## config.mk

```make
export PLATFORM = sky130hd
export DESIGN_NAME = inertial_integrator_cal
export DESIGN_NICKNAME = d
export VERILOG_FILES = /design/src/rtl/inertial_integrator_cal.sv
export SDC_FILE = /design/constraint.sdc
export NUM_CORES = 1
export LEC_CHECK = 0
export CELL_PAD_IN_SITES_DETAIL_PLACEMENT = 0
export CELL_PAD_IN_SITES_GLOBAL_PLACEMENT = 1
export CORE_MARGIN = 2
export CORE_UTILIZATION = 53
export CTS_BUF_LIST = sky130_fd_sc_hd__clkbuf_8
export CTS_CLUSTER_SIZE = 30
export DETAILED_ROUTE_END_ITERATION = 8
export PLACE_DENSITY = 0.9
export RECOVER_POWER = 25
export SLEW_MARGIN = 10
export SYNTH_ARGS = -nofsm -noshare
export SYNTH_HDL_FRONTEND = slang
export SYNTH_SLANG_ARGS = --single-unit
```

## constraint.sdc

```tcl
create_clock -name clk -period 11.25 [get_ports clk]
set_input_delay 1.125 -clock clk [delete_from_list [all_inputs] [get_ports clk]]
set_output_delay 1.125 -clock clk [all_outputs]
set_load 0.005 [all_outputs]
```

## src/rtl/inertial_integrator_cal.sv

```systemverilog
// Pitch integrator with gyro/accelerometer bang-bang fusion and run-time gyro-offset calibration.
// Define INTEG_SAT_EN to saturate the integrator instead of letting it wrap.
module inertial_integrator_cal #(
    parameter int               RT_W          = 16,
    parameter int               INT_FRAC      = 11,
    parameter logic [RT_W-1:0]  DEF_RT_OFFSET = 16'h03C2,
    parameter logic [RT_W-1:0]  AZ_OFFSET     = 16'hFE80,
    parameter int               ACC_SCALE     = 327,
    parameter int               FUSION_GAIN   = 512,
    parameter int               CAL_LOG2      = 8
) (
    input  logic            clk,
    input  logic            rst_n,
    input  logic            vld,
    input  logic            cal_start,
    input  logic [RT_W-1:0] ptch_rt,
    input  logic [RT_W-1:0] AZ,
    output logic [RT_W-1:0] ptch,
    output logic            ptch_vld,
    output logic            cal_busy,
    output logic            cal_done
);

    localparam int INT_W = RT_W + INT_FRAC;
    localparam int ACC_W = RT_W + CAL_LOG2;

    localparam logic signed [RT_W:0]    ACC_SCALE_S = (RT_W+1)'(ACC_SCALE);
    localparam logic signed [INT_W-1:0] FUSION_POS  = INT_W'(FUSION_GAIN);
    localparam logic signed [INT_W-1:0] FUSION_NEG  = -FUSION_POS;

    typedef enum logic {RUN, CAL} state_t;

    state_t                    state, state_nxt;
    logic signed [INT_W-1:0]   ptch_int, integ_nxt;
    logic signed [RT_W-1:0]    rt_offset;
    logic signed [ACC_W-1:0]   cal_acc, cal_sum;
    logic        [CAL_LOG2-1:0] cal_cnt;
    logic                      cal_last;

    logic signed [RT_W:0]      rt_comp, az_comp;
    logic signed [2*RT_W+1:0]  az_prod;
    logic signed [RT_W-1:0]    ptch_acc;
    logic signed [INT_W-1:0]   fusion;

    assign ptch     = ptch_int[INT_W-1:INT_FRAC];
    assign cal_busy = (state == CAL);

    assign rt_comp  = $signed({ptch_rt[RT_W-1], ptch_rt}) - $signed({rt_offset[RT_W-1], rt_offset});
    assign az_comp  = $signed({AZ[RT_W-1], AZ}) - $signed({AZ_OFFSET[RT_W-1], AZ_OFFSET});
    assign az_prod  = az_comp * ACC_SCALE_S;
    assign ptch_acc = RT_W'(az_prod >>> 13);
    assign fusion   = (ptch_acc > $signed(ptch)) ? FUSION_POS : FUSION_NEG;
    assign cal_sum  = cal_acc + ACC_W'($signed(ptch_rt));

`ifdef INTEG_SAT_EN
    localparam logic signed [INT_W+1:0] SAT_MAX = {3'b000, {(INT_W-1){1'b1}}};
    localparam logic signed [INT_W+1:0] SAT_MIN = {3'b111, {(INT_W-1){1'b0}}};
    logic signed [INT_W+1:0] sum_wide;

    // Two guard bits keep the unclamped sum exact before it is pinned to the integrator range.
    always_comb begin
        sum_wide = {{2{ptch_int[INT_W-1]}}, ptch_int}
                 - {{(INT_W+1-RT_W){rt_comp[RT_W]}}, rt_comp}
                 + {{2{fusion[INT_W-1]}}, fusion};
        if (sum_wide > SAT_MAX)
            integ_nxt = SAT_MAX[INT_W-1:0];
        else if (sum_wide < SAT_MIN)
            integ_nxt = SAT_MIN[INT_W-1:0];
        else
            integ_nxt = sum_wide[INT_W-1:0];
    end
`else
    assign integ_nxt = ptch_int - {{(INT_W-RT_W-1){rt_comp[RT_W]}}, rt_comp} + fusion;
`endif

    always_comb begin
        state_nxt = state;
        cal_last  = 1'b0;
        case (state)
            RUN: if (cal_start) state_nxt = CAL;
            CAL: begin
                if (vld && (cal_cnt == {CAL_LOG2{1'b1}})) begin
                    cal_last  = 1'b1;
                    state_nxt = RUN;
                end
            end
            default: state_nxt = RUN;
        endcase
    end

    always_ff @(posedge clk or negedge rst_n) begin
        if (!rst_n) begin
            state     <= RUN;
            ptch_int  <= '0;
            rt_offset <= DEF_RT_OFFSET;
            cal_acc   <= '0;
            cal_cnt   <= '0;
            ptch_vld  <= 1'b0;
            cal_done  <= 1'b0;
        end else begin
            state    <= state_nxt;
            ptch_vld <= vld && (state == RUN);
            cal_done <= cal_last;
            if (state == RUN) begin
                if (vld)
                    ptch_int <= integ_nxt;
                if (cal_start) begin
                    cal_acc <= '0;
                    cal_cnt <= '0;
                end
            end else begin
                // The integrator is meaningless while the offset is being re-measured.
                ptch_int <= '0;
                if (vld) begin
                    cal_acc <= cal_sum;
                    cal_cnt <= cal_cnt + 1'b1;
                    if (cal_last)
                        rt_offset <= RT_W'(cal_sum >>> CAL_LOG2);
                end
            end
        end
    end

endmodule

```

==> impl_metrics.csv <==
group,metric,value,unit
status,outcome,"complete, but fails checks",
status,violations,"max-capacitance violations, max-slew violations",
placement,dp_hpwl,17000,um
worst_hold_path,worstHoldStart,"rt_offset[15]",
timing,setup_viol_count_final,0,
setup_path,cp.required,11.51,ns
clock_tree,cts_root_buf,"clkbuf_8",
setup_path,crit_type,"in -> reg",
synth,syn_avg_cell_area,9.02,um^2
routing,first_pass_iters,5,
clock_tree,h-tree-depth,3,
power_and_ir_drop,p_leak,5.36,nW
routing,routedWlPerCell,15.1,um
grt,grt_pass1_wl,36100,um
grt,overflow,0,
timing,period_share,94.0,%
setup_path,cp_top_family,"adder cells",
timing,hold_ws,0.488,ns
floorplan,core_area,0.0187,mm^2
timing,setup_tns,0,ns
synth,synth_cell_types,77,
routing,vias,7697,
grt,antenna_found_initial,1,
routing,ant_nets,0,
setup_path,crit_buf_inv,9,
timing,hold_violations,0,
timing,fmax,94.6,MHz
grt,grt_pass1_vias,7433,
power_and_ir_drop,powerDensity,231,mW/mm^2
timing,finClkSkew,0.00948,ns
grt,grt_start_max_net_pins,63,
power_and_ir_drop,ir_drop,0.000136,V
synth,synth_edf_count,0,
routing,drt_iter0_drc,320,
routing,wl,21100,um
synth,synthArstFlopShare,100,%
synth,syn_inst,1116,
clock_tree,cts.clk_slew.worst_paths,0.08,ns
setup_path,cp_max_fo,12,
power_and_ir_drop,clkPwrFrac,8.5,%
flow_run,max_cap_violations,1,
floorplan,design.die.area,0.0201,mm^2
placement,portBuffers,54,
setup_path,cpMaxStageDelayCell,"clkdlybuf4s50_1",
power_and_ir_drop,internal_power,1.31,mW
power_and_ir_drop,swShare,48.4,%
floorplan,io_pins,55,
final_layout,instances_no_fill,1396,
setup_path,crit_arrival,10.84,ns
timing,slew_violations,63,
synth,yosysWarnings,0,
placement,routabilityCongestion,0.860,
clock_tree,clkLatencyLatePin,0.38,ns
timing,slew_headroom,-123,%
power_and_ir_drop,power_frac_comb,77.1,%
floorplan,row_count,50,
power_and_ir_drop,seqPwrFrac,14.4,%
clock_tree,cts_setup_buffers,0,
floorplan,die-width,142,um
routing,vias_per_cell,5.51,
synth,synth_flop_cell,"dfrtp_1",
clock_tree,numCtsBuffers,9,
final_layout,fin_nets,1429,
power_and_ir_drop,power_switching,1.23,mW
clock_tree,holdBufCountCts,0,
setup_path,critPathLaunchType,"primary input",
setup_path,slowest_delay,0.56,ns
final_layout,fin_util,58.7,%
final_layout,diodes,0,
setup_path,r2r_slack,5.88,ns
setup_path,setup.worst_path.start,"AZ[7]",
final_layout,area_growth_syn_to_layout,9.13,%
worst_hold_path,hold_path_class,"reg -> reg",
floorplan,start_util,53.8,%
clock_tree,tritoncts,"yes",
clock_tree,clock_path_buffers,2,
final_layout,drive_gt1_share,4.82,%
clock_tree,cts_resized,0,
clock_tree,numClockSinks,78,
synth,ys_seq_elements,78,
synth,synthesis.area,0.0101,mm^2
setup_path,cp-end-kind,"flip-flop",
routing,drc_errors,0,
setup_path,rr_startpoint,"rt_offset[1]",
grt,grt_util_all_layers,22.1,%
synth,ys_seq_area_share,19.4,%
placement,dpl.cell_count,1381,
synth,syn_nets,1387,
timing,tightest_slew,3.35,ns
floorplan,fp.dieH,142,um
timing,fin_crit,10.57,ns
==> sequential cells by signal, indices dropped and copies added (netlist names) <==
register	count
rt_offset	16
ptch_vld	1
ptch_int	27
cal_done	1
cal_cnt	8
cal_acc	24
cal_busy	1
==> cell type report <==
cell class,instances,area (um^2)
clock buffers,9,124
clock inverters,6,63.8
inverters,149,559
multi-input cells,853,7370
flip-flops and latches,78,1960
well taps,234,293
fillers,1667,7720
repair buffers,67,623
==> worst min-delay path, stage by stage, from the launching register on <==
cell     delay (ns)
dfrtp_1        0.35
nand2_1        0.05
o21ai_0        0.06
==> worst paths after layout <==
path                                  to  cells past startpoint
max                         ptch_int[26]                     42
min                        rt_offset[15]                      2
max reg2reg                 ptch_int[26]                     22
min in group asynchronous    ptch_int[7]                      1
max in group asynchronous  rt_offset[12]                      2
min reg2reg                rt_offset[15]                      2
==> through the flow <==
step | power, mW | setup slack, ns | cell area (um^2)
floorplan | 1.91 | 0.778 | 10100
global placement | 2.29 | 0.420 | 10800
detailed placement | 2.31 | 0.127 | 10800
CTS | 2.54 | 0.478 | 11000
global route | 2.85 | -0.0384 | 11000
finish | 2.53 | 0.677 | 11000
==> logic make-up after synthesis <==
| kind of cell | share of synthesized area, % |
|---|---|
| AO/OA/AOI/OAI | 16.6 |
| XOR/XNOR | 7.13 |
| multiplexers | 2.68 |
| buffers and inverters | 7.59 |
| flip-flops | 19.4 |
| AND/OR/NAND/NOR | 12.7 |
| adder cells (fa/ha/maj) | 33.9 |
==> power groups by stage <==
stage | Sequential (mW) | Clock (mW) | Combinational [mW]
2_1_floorplan | 0.362 | 0 | 1.54
3_3_place_gp | 0.370 | 0 | 1.92
3_5_place_dp | 0.369 | 0 | 1.94
4_1_cts | 0.365 | 0.223 | 1.95
5_1_grt | 0.372 | 0.232 | 2.24
6_report | 0.365 | 0.215 | 1.95
==> per-layer routing <==
metal	track usage, %	wire length [um]	part of all wire (%)	up-vias
met3	3.34	377	1.8	24
met1	31.8	10900	52	3676
met2	35.4	9520	45	58
met4	4.53	251	1.2	2
met5	0	13	0.062	-
li1	-	-	-	3937
==> Yosys cell counts, drive strengths merged, types with 5 or more instances <==
cell / instances / area (um^2)
a211oi: 15 / 118
inv: 149 / 559
o21bai: 8 / 63.8
nand2b: 14 / 87.6
a22o: 16 / 140
fa: 63 / 1260
a31oi: 6 / 37.5
xor2: 32 / 280
a21oi: 57 / 289
nand4: 11 / 68.8
and3: 9 / 56.3
mux2i: 21 / 210
mux2: 5 / 60.1
nor2b: 18 / 113
nand3: 22 / 110
o21ai: 65 / 329
nor2: 69 / 259
clkbuf: 15 / 57.6
xnor2: 50 / 438
ha: 172 / 2150
o21a: 9 / 67.6
dfstp: 5 / 131
buf: 21 / 148
nor3: 21 / 105
a21o: 24 / 180
nand2: 75 / 282
dfrtp: 73 / 1830
==> cell usage in the layout, fill, tap and decap left out, types with 24 or more instances in the layout <==
cell type and count:
ha_1 172, inv_1 149, nand2_1 75, dfrtp_1 73
nor2_1 69, fa_1 63, o21ai_0 57, a21oi_1 56
clkdlybuf4s50_1 52, xnor2_1 48, xor2_1 32, a21o_1 24
(Power assumes the default switching activity.)
